`config.mk`:
```
export PLATFORM = sky130hd
export DESIGN_NAME = pc_sequencer
export DESIGN_NICKNAME = d
export VERILOG_FILES = /design/src/rtl/pRISC_pkg.sv /design/src/rtl/pc_next_calc.sv /design/src/rtl/pc_sequencer.sv
export SDC_FILE = /design/constraint.sdc
export NUM_CORES = 1
export LEC_CHECK = 0
export BUFFER_PORTS_ARGS = -buffer_cell sky130_fd_sc_hd__buf_2
export CORE_ASPECT_RATIO = 0.7
export CORE_MARGIN = 2
export CORE_UTILIZATION = 54
export DETAILED_ROUTE_END_ITERATION = 16
export PLACE_DENSITY = 0.79
export REMOVE_ABC_BUFFERS = 1
export SLEW_MARGIN = 20
export SYNTH_ARGS = -nofsm -noshare
export SYNTH_HDL_FRONTEND = slang
export SYNTH_HIERARCHICAL = 1
export SYNTH_SLANG_ARGS = --single-unit
```
`constraint.sdc`:
```
create_clock -name clk -period 4.45 [get_ports clk]
set_input_delay 0.445 -clock clk [delete_from_list [all_inputs] [get_ports clk]]
set_output_delay 0.445 -clock clk [all_outputs]
set_load 0.01 [all_outputs]
```
`src/rtl/pRISC_pkg.sv`:
```
// Shared pRISC definitions: opcode constants and the fetch-sequencer state encoding.
package pRISC_pkg;

    localparam logic [5:0] OP_BR   = 6'b101011;
    localparam logic [5:0] OP_CALL = 6'b101000;
    localparam logic [5:0] OP_BREG = 6'b100000;
    localparam logic [5:0] OP_HALT = 6'b111111;

    typedef enum logic [1:0] {
        StIdle  = 2'd0,
        StFetch = 2'd1,
        StExec  = 2'd2,
        StHalt  = 2'd3
    } state_e;

endpackage

```
`src/rtl/pc_next_calc.sv`:
```
// Next-PC selection for a retiring instruction: sequential, PC-relative or register-indirect.
module pc_next_calc
    import pRISC_pkg::*;
#(
    parameter int unsigned ADDR_W = 32,
    parameter int unsigned OFF_W  = 16
) (
    input  logic [ADDR_W-1:0] pc,
    input  logic [5:0]        opcode,
    input  logic              br_taken,
    input  logic [OFF_W-1:0]  br_off,
    input  logic [ADDR_W-1:0] br_reg,
    output logic [ADDR_W-1:0] next_pc,
    output logic              is_call
);

    logic [ADDR_W-1:0] pc_inc;

    always_comb begin
        pc_inc  = pc + ADDR_W'(1);
        next_pc = pc_inc;
        // br_taken decides; opcode only chooses the target mode. HALT always steps by one.
        if (br_taken && (opcode != OP_HALT)) begin
            if (opcode == OP_BREG) begin
                next_pc = br_reg;
            end else begin
                next_pc = pc_inc + ADDR_W'($signed(br_off));
            end
        end
        is_call = br_taken && (opcode == OP_CALL);
    end

endmodule

```
`src/rtl/pc_sequencer.sv`:
```
// pRISC program counter and fetch sequencer: fetch handshake, instruction latch,
// next-PC update on retirement, call link generation and retired-instruction count.
module pc_sequencer
    import pRISC_pkg::*;
#(
    parameter int unsigned       ADDR_W   = 32,
    parameter int unsigned       OFF_W    = 16,
    parameter logic [ADDR_W-1:0] RESET_PC = '0
) (
    input  logic              clk,
    input  logic              rst,
    input  logic              fetch_ack,
    input  logic [31:0]       instr_in,
    input  logic              exec_done,
    input  logic [5:0]        opcode,
    input  logic              br_taken,
    input  logic [OFF_W-1:0]  br_off,
    input  logic [ADDR_W-1:0] br_reg,
    output logic [ADDR_W-1:0] pc,
    output logic              fetch_req,
    output logic [31:0]       instr,
    output logic              link_we,
    output logic [ADDR_W-1:0] link_addr,
    output logic              halted,
    output logic [31:0]       instret
);

    state_e            state_q;
    logic [ADDR_W-1:0] pc_q;
    logic [31:0]       instr_q;
    logic              link_we_q;
    logic [ADDR_W-1:0] link_addr_q;
    logic [31:0]       instret_q;
    logic              fetch_req_q;
    logic              halted_q;

    logic [ADDR_W-1:0] next_pc;
    logic              is_call;

    pc_next_calc #(
        .ADDR_W (ADDR_W),
        .OFF_W  (OFF_W)
    ) u_next_calc (
        .pc       (pc_q),
        .opcode   (opcode),
        .br_taken (br_taken),
        .br_off   (br_off),
        .br_reg   (br_reg),
        .next_pc  (next_pc),
        .is_call  (is_call)
    );

    // fetch_req/halted are registered alongside the state so they track it exactly.
    always_ff @(posedge clk) begin
        if (rst) begin
            state_q     <= StIdle;
            pc_q        <= RESET_PC;
            instr_q     <= '0;
            link_we_q   <= 1'b0;
            link_addr_q <= '0;
            instret_q   <= '0;
            fetch_req_q <= 1'b0;
            halted_q    <= 1'b0;
        end else begin
            link_we_q <= 1'b0;
            unique case (state_q)
                StIdle: begin
                    state_q     <= StFetch;
                    fetch_req_q <= 1'b1;
                end
                StFetch: begin
                    if (fetch_ack) begin
                        instr_q     <= instr_in;
                        state_q     <= StExec;
                        fetch_req_q <= 1'b0;
                    end
                end
                StExec: begin
                    if (exec_done) begin
                        instret_q <= instret_q + 32'd1;
                        pc_q      <= next_pc;
                        if (is_call) begin
                            link_we_q   <= 1'b1;
                            link_addr_q <= pc_q + ADDR_W'(1);
                        end
                        if (opcode == OP_HALT) begin
                            state_q  <= StHalt;
                            halted_q <= 1'b1;
                        end else begin
                            state_q     <= StFetch;
                            fetch_req_q <= 1'b1;
                        end
                    end
                end
                StHalt: begin
                end
                default: begin
                    state_q     <= StIdle;
                    fetch_req_q <= 1'b0;
                    halted_q    <= 1'b0;
                end
            endcase
        end
    end

    assign pc        = pc_q;
    assign fetch_req = fetch_req_q;
    assign instr     = instr_q;
    assign link_we   = link_we_q;
    assign link_addr = link_addr_q;
    assign halted    = halted_q;
    assign instret   = instret_q;

endmodule
```
==> results.md, run 1 <==
* Area of the core at 15600 um^2
* Crit Path Class: reg2reg
* Reg2reg setup slack at 290 ps
* WHS Path Cells at 3
* Yosys cell types at 66
* Fin. Hold Viols at 0
* Sink Count at 133
* Worst r2r dst: pc[31]$_SDFFE_PP0P_
* Worst-path clk slew at 70 ps
* Resize count post-CTS at 0
* Avg WL per Cell at 15.83 um
* Post-route antenna net violation count at 0
* Leakage power at 4.661 nW
* DRC viols at 0
* Synthesis-stage register bit count at between 100 and 150
* # IOs at 222
* Starting Density at 55.41%
* Worst Hold Class: in2reg
* Post-CTS setup buffers at 0
* Max Clk Rate at 240.5 MHz
* Slew headroom at 28.94%
* Synth Instances at ~1100
* Met3 Resource Use GR at a little under 5%
* Asr flop ratio synth at 0%
* Max_cap viols at 0
* Max IR drop VDD at approximately 0.00025 V
* Pin slew with the least headroom to its limit at 1063 ps
* CTS tree: yes
* DR vias/cell at 5.696
* Hold path endpoint: instr[12]$_SDFFE_PP0P_
* First-pass GRT wire length at 38.58 mm
* Worst r2r src: pc[1]$_SDFFE_PP0P_
* Endpoints failing setup at 0
* Final Cycle Share at 93.45%
* Synth Flop Type: dfxtp_1
* Vias in the first global route at 7796
* Crit. Startpoint: pc[1]$_SDFFE_PP0P_
* Die Ht at 109.8 um
* Cell Area, Synth at 8641 um^2
* Clock buffer depth at 2
* Critical Path AT at about 4500 ps
* Drt total wl at 24.58 mm
* GRT busiest layer: met2
* Grt ovf at 0
* # rows at 38
* Hold_sp: instr_in[12]
* Crit start category: flip-flop
* Dpl cells at 1522
* HPWL after DPL at between 15 and 20 mm
* Critical Path RT at 4800 ps
* Worst-path maximum fanout at 7
* Layout Cells excl Fill at 1553
* Setup crit end kind: flip-flop
* Iteration-0 DRC Markers at 660
* Layout cell share with drive strength beyond 1 at 23.28%
* Final Wtd Congestion at 0.9865
* H-tree Lvls at 4
* Clk root buf: clkbuf_16
* Syn Area/Cell at 7.593 um^2
* Largest net degree at the start of global routing at 95
* Met1 usage at 39.62%
* GRT Resource Usage Total at 27.76%
* Initial antenna violation count at 0
* Die width at around 160 um
* RSZ-0062 raised after global routing: false
* YS warnings at 6
* PwrDens at 353.6 nW/um^2
* Vias at between 8000 and 9000
* Min Tclk post-route at 4159 ps
* Fin Clk Skew at 15.66 ps
* Die ar. at 17050 um^2
* Hold_buf cts at 0
* TritonCTS Buffers at 17
* Post-synth EDFFs at 0
* R2r worst-path depth at 17
* Worst-Skew Late Latency at 420 ps
* P&R area growth vs syn at 22.33%
* Number of port buffers at 221
* NumNets Final at 1477
* Diode count at 0
* Total negative setup slack at 0 ps
* Outcome: finished clean
* First drt pass iteration count at 5
* Sequential-to-total area share from yosys stat at approximately 31%
* Routing usage on met2 at roughly 44%
* Slew Viols, Final at 0
[flip-flops by register name, summed over array words and instances, names as in the netlist]
name,cells
fetch_req,1
halted,1
instr,32
instret,32
link_addr,32
link_we,1
pc,32
state_q,2
[critical path, stage by stage, from the launching register on]
cell,delay (ps)
dfxtp_1,450
ha_2,270
and4_1,280
nand4_2,260
nor2_4,270
nand2_1,90
xnor2_1,210
ha_1,340
a21o_1,220
a211oi_2,320
o311ai_0,220
o211ai_1,120
nor2_1,120
a221oi_4,300
mux2_2,360
nand4_1,80
nand2_1,50
a21oi_1,120
[routing by layer]
layer | up-vias | wire length [um]
li1 | 4394 | -
met1 | 4069 | 11370
met2 | 357 | 10890
met3 | 26 | 1959
met4 | 0 | 361
met5 | - | 0
[where the power goes]
group | internal (mW) | leakage (nW) | switching (mW)
logic | 0.346 | 3.29 | 0.545
clock network | 0.942 | 0.297 | 0.548
registers | 1.28 | 1.07 | 0.0793
total | 2.57 | 4.66 | 1.17
[synthesized netlist by cell type (2+ instances only)]
cell | instances | share of area [%]
a211oi_1 | 22 | 1.9
a211oi_2 | 12 | 1.7
a21o_1 | 11 | 0.96
a21oi_1 | 131 | 7.6
a31oi_1 | 6 | 0.43
and2_1 | 4 | 0.29
and3_1 | 18 | 1.3
and4_1 | 14 | 1.4
buf_1 | 3 | 0.13
buf_2 | 3 | 0.17
clkbuf_1 | 49 | 2.1
dfxtp_1 | 133 | 31
ha_1 | 44 | 6.4
inv_1 | 15 | 0.65
mux2i_1 | 6 | 0.70
nand2_1 | 220 | 9.6
nand2b_1 | 2 | 0.14
nand3_1 | 38 | 2.2
nand3_2 | 2 | 0.23
nand4_1 | 36 | 2.6
nand4_2 | 4 | 0.58
nor2_1 | 124 | 5.4
nor2b_1 | 3 | 0.22
nor3_1 | 17 | 0.98
nor4_1 | 4 | 0.29
nor4_4 | 4 | 0.98
o211ai_1 | 4 | 0.35
o21a_1 | 5 | 0.43
o21ai_0 | 27 | 1.6
o21ba_2 | 2 | 0.23
o21bai_1 | 6 | 0.52
o221ai_1 | 2 | 0.20
o22ai_1 | 9 | 0.65
o31ai_1 | 2 | 0.17
or2_1 | 6 | 0.43
or2_2 | 3 | 0.22
or3_1 | 7 | 0.51
xnor2_1 | 57 | 5.8
xor2_1 | 56 | 5.7
[metrics by stage]
stage	util, %	hold WS (ps)	area [um^2]	power (mW)	setup WS (ps)
floorplan	-	474.5	8426	1.940	644.1
global placement	63.68	438.4	9931	2.244	340.6
detailed placement	63.68	443.7	9931	2.258	271.8
CTS	67.69	260.7	10560	3.745	238.6
global route	67.78	268.3	10570	3.922	22.20
finish	67.78	268.3	10570	3.738	291.3
[cell families (layout without fill, tap and decap cells)]
| group | after synthesis | count (layout) | share of synthesized area [%] |
|---|---|---|---|
| DFF | 133 | 133 | 30.81 |
| AOI/OAI and AO/OA | 253 | 253 | 18.40 |
| and+or+nand+nor | 513 | 513 | 28.35 |
| adders and majority gates | 45 | 45 | 6.603 |
| muxes | 7 | 7 | 0.8254 |
| buffers and inverters | 73 | 288 | 3.229 |
| xor gates and xnor gates | 114 | 114 | 11.77 |
[how the worst max path moves through the flow]
stage / to
after floorplan: pc[31]$_SDFFE_PP0P_
after global placement: pc[31]$_SDFFE_PP0P_
after detailed placement: pc[31]$_SDFFE_PP0P_
after CTS: pc[31]$_SDFFE_PP0P_
after global routing: pc[31]$_SDFFE_PP0P_
final: pc[31]$_SDFFE_PP0P_
[cell usage in the layout, fill, tap and decap left out, types with 20 or more instances in the layout]
| master | count |
|---|---|
| buf_2 | 220 |
| a211oi_1 | 21 |
| o21ai_0 | 27 |
| nand2_1 | 219 |
| xnor2_1 | 57 |
| buf_4 | 20 |
| ha_1 | 43 |
| xor2_1 | 56 |
| a21oi_1 | 131 |
| nand3_1 | 38 |
| dfxtp_1 | 133 |
| nor2_1 | 123 |
| nand4_1 | 36 |
[area by class of cell]
| class | count | area (um^2) |
|---|---|---|
| multi-input cells | 932 | 5717 |
| fillers | 1370 | 5025 |
| flip-flops and latches | 133 | 2663 |
| repair buffers | 240 | 1251 |
| clock buffers | 17 | 425.4 |
| well taps | 200 | 250.2 |
| clock inverters | 14 | 200.2 |
| inverters | 17 | 63.81 |
Power figures use the tool's default switching activity.
==> run 2, diff against run 1 <==
- GPL_TIMING_DRIVEN: not set -> 0
==> results.md, run 2 (synthesized netlist as in run 1, its figures left out) <==
* Slew Viols, Final at 0 (unchanged)
* Crit start category: flip-flop (unchanged)
* Hold_sp: instr_in[12] (unchanged)
* Max IR drop VDD at 0.0002630 V (was 0.0002528 V)
* NumNets Final at 1465 (was 1477)
* Total power at 3.714 mW (was 3.738 mW)
* Die Ht at 109.8 um (unchanged)
* Critical Path AT at 4620 ps (was 4510 ps)
* Vias in the first global route at 7800 (was 7796)
* TritonCTS Buffers at 17 (unchanged)
* Worst Hold Class: in2reg (unchanged)
* Top sig layer: met4 (unchanged)
* Fin Hold WS at 265.0 ps (was 268.3 ps)
* Wl on met1 at 11.53 mm (was 11.37 mm)
* Clk root buf: clkbuf_16 (unchanged)
* DRC viols at 0 (unchanged)
* Max_cap viols at 0 (unchanged)
* Fin Clk Skew at 9.790 ps (was 15.66 ps)
* Iteration-0 DRC Markers at 651 (was 660)
* WL met3 at 1.875 mm (was 1.959 mm)
* Placed cell area at 9918 um^2 (was 9931 um^2)
* H-tree Lvls at 4 (unchanged)
* Worst-Skew Late Latency at 410 ps (was 420 ps)
* Worst-path clk slew at 60 ps (was 70 ps)
* Min Tclk post-route at 4285 ps (was 4159 ps)
* First drt pass iteration count at 6 (was 5)
* R2r worst-path depth at 17 (unchanged)
* Slew headroom at 29.26% (was 28.94%)
* Outcome: finished clean (unchanged)
* P&R area growth vs syn at 22.53% (was 22.33%)
* Sink Count at 133 (unchanged)
* Worst r2r dst: pc[31]$_SDFFE_PP0P_ (unchanged)
* Post-route antenna net violation count at 0 (unchanged)
* Hold path endpoint: instr[12]$_SDFFE_PP0P_ (unchanged)
* Crit Path Class: reg2reg (unchanged)
* DR vias/cell at 5.700 (was 5.696)
* Pre-CTS WS at -91.37 ps (was 271.8 ps)
* Die width at 155.2 um (unchanged)
* Starting Density at 55.41% (unchanged)
* Grt ovf at 0 (unchanged)
* Post-route setup slack at 165.3 ps (was 291.3 ps)
* GRT Resource Usage Total at 28.09% (was 27.76%)
* Fin. Hold Viols at 0 (unchanged)
* Total negative setup slack at 0 ps (unchanged)
* Drt total wl at 24.62 mm (was 24.58 mm)
* Die ar. at 17050 um^2 (unchanged)
* # rows at 38 (unchanged)
* Layout Cells excl Fill at 1542 (was 1553)
* Avg WL per Cell at 15.96 um (was 15.83 um)
* Dpl cells at 1509 (was 1522)
* CTS tree: yes (unchanged)
* Final Wtd Congestion at 0.9404 (was 0.9865)
* Final Cycle Share at 96.29% (was 93.45%)
* Clock buffer depth at 2 (unchanged)
* Endpoints failing setup at 0 (unchanged)
* Most frequent cells in the layout: 220 x buf_2, 219 x nand2_1, 131 x a21oi_1, 123 x nor2_1, 121 x dfxtp_1 (was 220 x buf_2, 219 x nand2_1, 133 x dfxtp_1, 131 x a21oi_1, 123 x nor2_1)
* Leakage power at 4.645 nW (was 4.661 nW)
* # IOs at 222 (unchanged)
* Number of port buffers at 221 (unchanged)
* Worst r2r src: pc[4]$_SDFFE_PP0P_ (was pc[1]$_SDFFE_PP0P_)
* Initial antenna violation count at 0 (unchanged)
* HPWL after DPL at 18.25 mm (was 18.11 mm)
* Pin slew with the least headroom to its limit at 1059 ps (was 1063 ps)
* Layout cell share with drive strength beyond 1 at 23.99% (was 23.28%)
* Met2 routed WL at 10.76 mm (was 10.89 mm)
* WHS Path Cells at 3 (unchanged)
* Commonest non-fill, non-tap cell in the layout: buf_2 (unchanged)
* PwrDens at 350.7 nW/um^2 (was 353.6 nW/um^2)
* Worst-path maximum fanout at 10 (was 7)
* Critical Path RT at 4790 ps (was 4800 ps)
* # fillers at 1386 (was 1370)
* Diode count at 0 (unchanged)
* Setup crit end kind: flip-flop (unchanged)
* Reg2reg setup slack at 170 ps (was 290 ps)
* Utilization after layout at 67.89% (was 67.78%)
* Hold_buf cts at 0 (unchanged)
* Max Clk Rate at 233.4 MHz (was 240.5 MHz)
* Largest net degree at the start of global routing at 83 (was 95)
* Vias at 8789 (was 8846)
* First-pass GRT wire length at 38.93 mm (was 38.58 mm)
* Fin area at 10590 um^2 (was 10570 um^2)
* Area of the core at 15600 um^2 (unchanged)
run 2: changes by cell type in the layout (fill, tap and decap cells not counted), sizes merged:
cell | previous run | this run
buf | 240 | 228
clkinvlp | 3 | 2
inv | 20 | 19
clkinv | 4 | 7
clkbuf | 17 | 18
bufinv | 4 | 3
run 2: power breakdown:
group,leakage [nW],internal [mW],switching [mW]
logic,3.27,0.344,0.532
registers,1.08,1.28,0.101
clock network,0.297,0.903,0.555
total,4.64,2.53,1.19
run 2: critical path: stages, from the launching register on:
cell and delay [ps]:
dfxtp_2 470, and3_1 220, and4_1 300, nand4_4 190, nor2_4 220, and3_1 200, xor2_1 270, ha_1 370
a21o_1 230, o21ba_2 260, nand2_1 80, a211oi_2 300, nor2_1 160, a221oi_4 320, mux2_2 370, nand4_1 90
nand2_1 50, a21oi_1 110
run 2: repair_timing:
| item | CTS | global route |
|---|---|---|
| gates resized for setup | 2 | 16 |
| setup buffers | 0 | 1 |
| pin swaps | 0 | 2 |
| endpoints found under the setup margin | 1 | 3 |
run 2: how the worst max path moves through the flow:
stage,startpoint,to,slack [ps],cells past startpoint
final,pc[4]$_SDFFE_PP0P_,pc[31]$_SDFFE_PP0P_,170,17
after global routing,pc[8]$_SDFFE_PP0P_,pc[31]$_SDFFE_PP0P_,-4,15
after CTS,pc[0]$_SDFFE_PP0P_,pc[31]$_SDFFE_PP0P_,7,17
after detailed placement,pc[3]$_SDFFE_PP0P_,pc[31]$_SDFFE_PP0P_,-90,17
after global placement,pc[3]$_SDFFE_PP0P_,pc[31]$_SDFFE_PP0P_,-210,17
after floorplan,pc[3]$_SDFFE_PP0P_,pc[31]$_SDFFE_PP0P_,640,17
run 2: area by class of cell:
class                      instances  area, um^2  share of cell area [%]
clock inverter                    14       176.4                   1.666
multi-input combinational        932        5744                   54.25
sequential                       133        2680                   25.31
inverter                          17       63.81                  0.6027
timing repair buffer             228        1234                   11.65
clock buffer                      18       439.2                   4.148
tap                              200       250.2                   2.363
run 2: routing by layer:
metal	track usage, %	up-vias
met5	0	-
li1	-	4357
met2	42.76	334
met4	8.322	0
met1	39.73	4065
met3	6.543	33
==> run 3, diff against run 2 <==
- CORE_UTILIZATION: 54 -> 30
- PLACE_DENSITY: 0.79 -> 0.48
==> results.md, run 3 (synthesized netlist as in run 1, its figures left out) <==
* Min Tclk post-route at 4187 ps (was 4285 ps)
* R2r worst-path depth at 17 (unchanged)
* Critical Path AT at 4550 ps (was 4620 ps)
* CTS tree: yes (unchanged)
* CP bufs+invs at 0 (unchanged)
* PwrDens at 355.2 nW/um^2 (was 350.7 nW/um^2)
* RSZ-0062 raised after global routing: false
* Pin slew with the least headroom to its limit at 849.8 ps (was 1059 ps)
* # rows at 51 (was 38)
* Critical path depth in cells at 17 (unchanged)
* NumNets Final at 1467 (was 1465)
* First-pass GRT wire length at 44.84 mm (was 38.93 mm)
* Starting Density at 30.78% (was 55.41%)
* H-tree Lvls at 4 (unchanged)
* First drt pass iteration count at 4 (was 6)
* Crit. Startpoint: pc[1]$_SDFFE_PP0P_ (was pc[4]$_SDFFE_PP0P_)
* Vias in the first global route at 7982 (was 7800)
* GRT Resource Usage Total at 18.91% (was 28.09%)
* CP top delay family: compound AO/OA/AOI/OAI gates (was simple AND/OR/NAND/NOR gates)
* Worst Hold Class: in2reg (unchanged)
* Worst-Skew Late Latency at 430 ps (was 410 ps)
* Die width at 206.8 um (was 155.2 um)
* Layout cell share with drive strength beyond 1 at 24.63% (was 23.99%)
* Reg2reg setup slack at 260 ps (was 170 ps)
* Endpoints failing setup at 0 (unchanged)
* P&R area growth vs syn at 26.50% (was 22.53%)
* Die ar. at 30200 um^2 (was 17050 um^2)
* Post-route antenna net violation count at 0 (unchanged)
* Worst-path maximum fanout at 7 (was 10)
* Slew Viols, Final at 0 (unchanged)
* Cells along the critical path: ha_2 -> and4_2 -> nand4_4 -> nor2_4 -> nand2_1 -> xnor2_2 -> ha_2 -> a21o_1 -> a211oi_4 -> nand3_1 -> a211oi_2 -> nor2_2 -> a221oi_4 -> mux2_2 -> nand4_1 -> nand2_1 -> a21oi_1 (was and3_1 -> and4_1 -> nand4_4 -> nor2_4 -> and3_1 -> xor2_1 -> ha_1 -> a21o_1 -> o21ba_2 -> nand2_1 -> a211oi_2 -> nor2_1 -> a221oi_4 -> mux2_2 -> nand4_1 -> nand2_1 -> a21oi_1)
* Final Cycle Share at 94.09% (was 96.29%)
* Max_cap viols at 0 (unchanged)
* Setup crit end: pc[31]$_SDFFE_PP0P_ (unchanged)
* Leakage power at 4.696 nW (was 4.645 nW)
* Clock buffer depth at 2 (unchanged)
* Iteration-0 DRC Markers at 544 (was 651)
* DR vias/cell at 5.054 (was 5.700)
* Fin Hold WS at 250.7 ps (was 265.0 ps)
* Avg WL per Cell at 16.89 um (was 15.96 um)
* TritonCTS Buffers at 17 (unchanged)
* HPWL after DPL at 21.69 mm (was 18.25 mm)
* # IOs at 222 (unchanged)
* Initial antenna violation count at 1 (was 0)
* Crit Path Class: reg2reg (unchanged)
* Clk root buf: clkbuf_16 (unchanged)
* Die Ht at 146.0 um (was 109.8 um)
* Critical Path RT at 4810 ps (was 4790 ps)
* Worst r2r src: pc[1]$_SDFFE_PP0P_ (was pc[4]$_SDFFE_PP0P_)
* Most frequent cells in the layout: 220 x buf_2, 218 x nand2_1, 131 x a21oi_1, 122 x nor2_1, 120 x dfxtp_1 (was 220 x buf_2, 219 x nand2_1, 131 x a21oi_1, 123 x nor2_1, 121 x dfxtp_1)
* DRC viols at 0 (unchanged)
* Fin Clk Skew at 13.59 ps (was 9.790 ps)
* Final Wtd Congestion at 0.8793 (was 0.9404)
* CP max stage delay at 410 ps (was 470 ps)
* Outcome: finished clean (unchanged)
* Number of port buffers at 221 (unchanged)
* Setup crit end kind: flip-flop (unchanged)
* Slew headroom at 43.35% (was 29.26%)
* Sink Count at 133 (unchanged)
* Area of the core at 28080 um^2 (was 15600 um^2)
* Fin. Hold Viols at 0 (unchanged)
* # fillers at 3009 (was 1386)
* Total power at 3.882 mW (was 3.714 mW)
* Drt total wl at 29.00 mm (was 24.62 mm)
* Slowest cell on crit path: dfxtp_2 (unchanged)
* Worst-path clk slew at 60 ps (about the same)
* Largest net degree at the start of global routing at 69 (was 83)
* Grt ovf at 0 (unchanged)
* Worst r2r dst: pc[31]$_SDFFE_PP0P_ (unchanged)
* Commonest non-fill, non-tap cell in the layout: buf_2 (unchanged)
* Crit start category: flip-flop (unchanged)
* Max IR drop VDD at 0.0002623 V (was 0.0002630 V)
* Vias at 8677 (was 8789)
* Max Clk Rate at 238.8 MHz (was 233.4 MHz)
-- run 3: cell count changes in the layout (fill, tap and decap cells not counted), sizes merged --
cell and delta:
bufinv +2, buf +2, clkinv -2, clkbuf +2
clkinvlp +1, diode +2, inv -3
-- run 3: worst min-delay path, delay by kind of cell --
kind,cells,cell delay [ps]
buf+inv,1,90
compound gates,1,50
simple gates,1,40
-- run 3: worst min path at each step --
stage	endpoint	slack, ps	depth (start not counted)	from
3_3_place_gp	instr[27]$_SDFFE_PP0P_	440	2	instr[27]$_SDFFE_PP0P_
5_1_grt	instr[3]$_SDFFE_PP0P_	230	3	instr_in[3]
2_1_floorplan	instr[0]$_SDFFE_PP0P_	470	2	instr[0]$_SDFFE_PP0P_
3_5_place_dp	instr[2]$_SDFFE_PP0P_	440	2	instr[2]$_SDFFE_PP0P_
4_1_cts	instr[5]$_SDFFE_PP0P_	220	3	instr_in[5]
6_report	instr[5]$_SDFFE_PP0P_	250	3	instr_in[5]
-- run 3: layout make-up --
| class | count | area, um^2 | share of cell area [%] |
|---|---|---|---|
| Antenna cell | 2 | 5.005 | 0.04579 |
| Tap cell | 371 | 464.2 | 4.247 |
| Timing Repair Buffer | 230 | 1265 | 11.57 |
| Multi-Input combinational cell | 932 | 5777 | 52.85 |
| Sequential cell | 133 | 2689 | 24.60 |
| Clock buffer | 20 | 466.7 | 4.270 |
| Clock inverter | 12 | 200.2 | 1.831 |
| Inverter | 17 | 63.81 | 0.5838 |
-- run 3: metal layers --
| metal | GRT usage (%) | vias to the layer above | part of all wire (%) |
|---|---|---|---|
| met3 | 5.262 | 16 | 6.8 |
| met2 | 26.52 | 217 | 41 |
| li1 | - | 4385 | - |
| met5 | 0 | - | 0 |
| met4 | 3.652 | 0 | 0.83 |
| met1 | 28.48 | 4059 | 51 |
-- run 3: what timing repair did --
item / in CTS / in global routing
endpoints found under the setup margin: 2 / 3
resized for setup: 8 / 19
hold buffers: 0 / 0
pin swaps: 1 / 3
setup buffers: 2 / 1
-- run 3: power breakdown --
group          switching, mW  total (mW)  internal, mW
registers              0.106        1.38          1.28
clock network          0.554        1.59          1.04
logic                  0.548       0.905         0.357
total                   1.21        3.88          2.67
-- run 3: stage by stage --
| stage | util, % | instance area (um^2) | setup TNS (ps) | instances | setup slack (ps) |
|---|---|---|---|---|---|
| after global routing | 38.91 | 10930 | 0 | 1715 | 35.96 |
| final | 38.93 | 10930 | 0 | 1717 | 263.0 |
| after global placement | 35.60 | 9996 | -620.2 | 1674 | -416.4 |
| after CTS | 38.67 | 10860 | 0 | 1714 | 53.80 |
| after detailed placement | 36.17 | 10150 | -350.6 | 1680 | -340.1 |
| after floorplan | - | 8426 | 0 | 1082 | 644.1 |
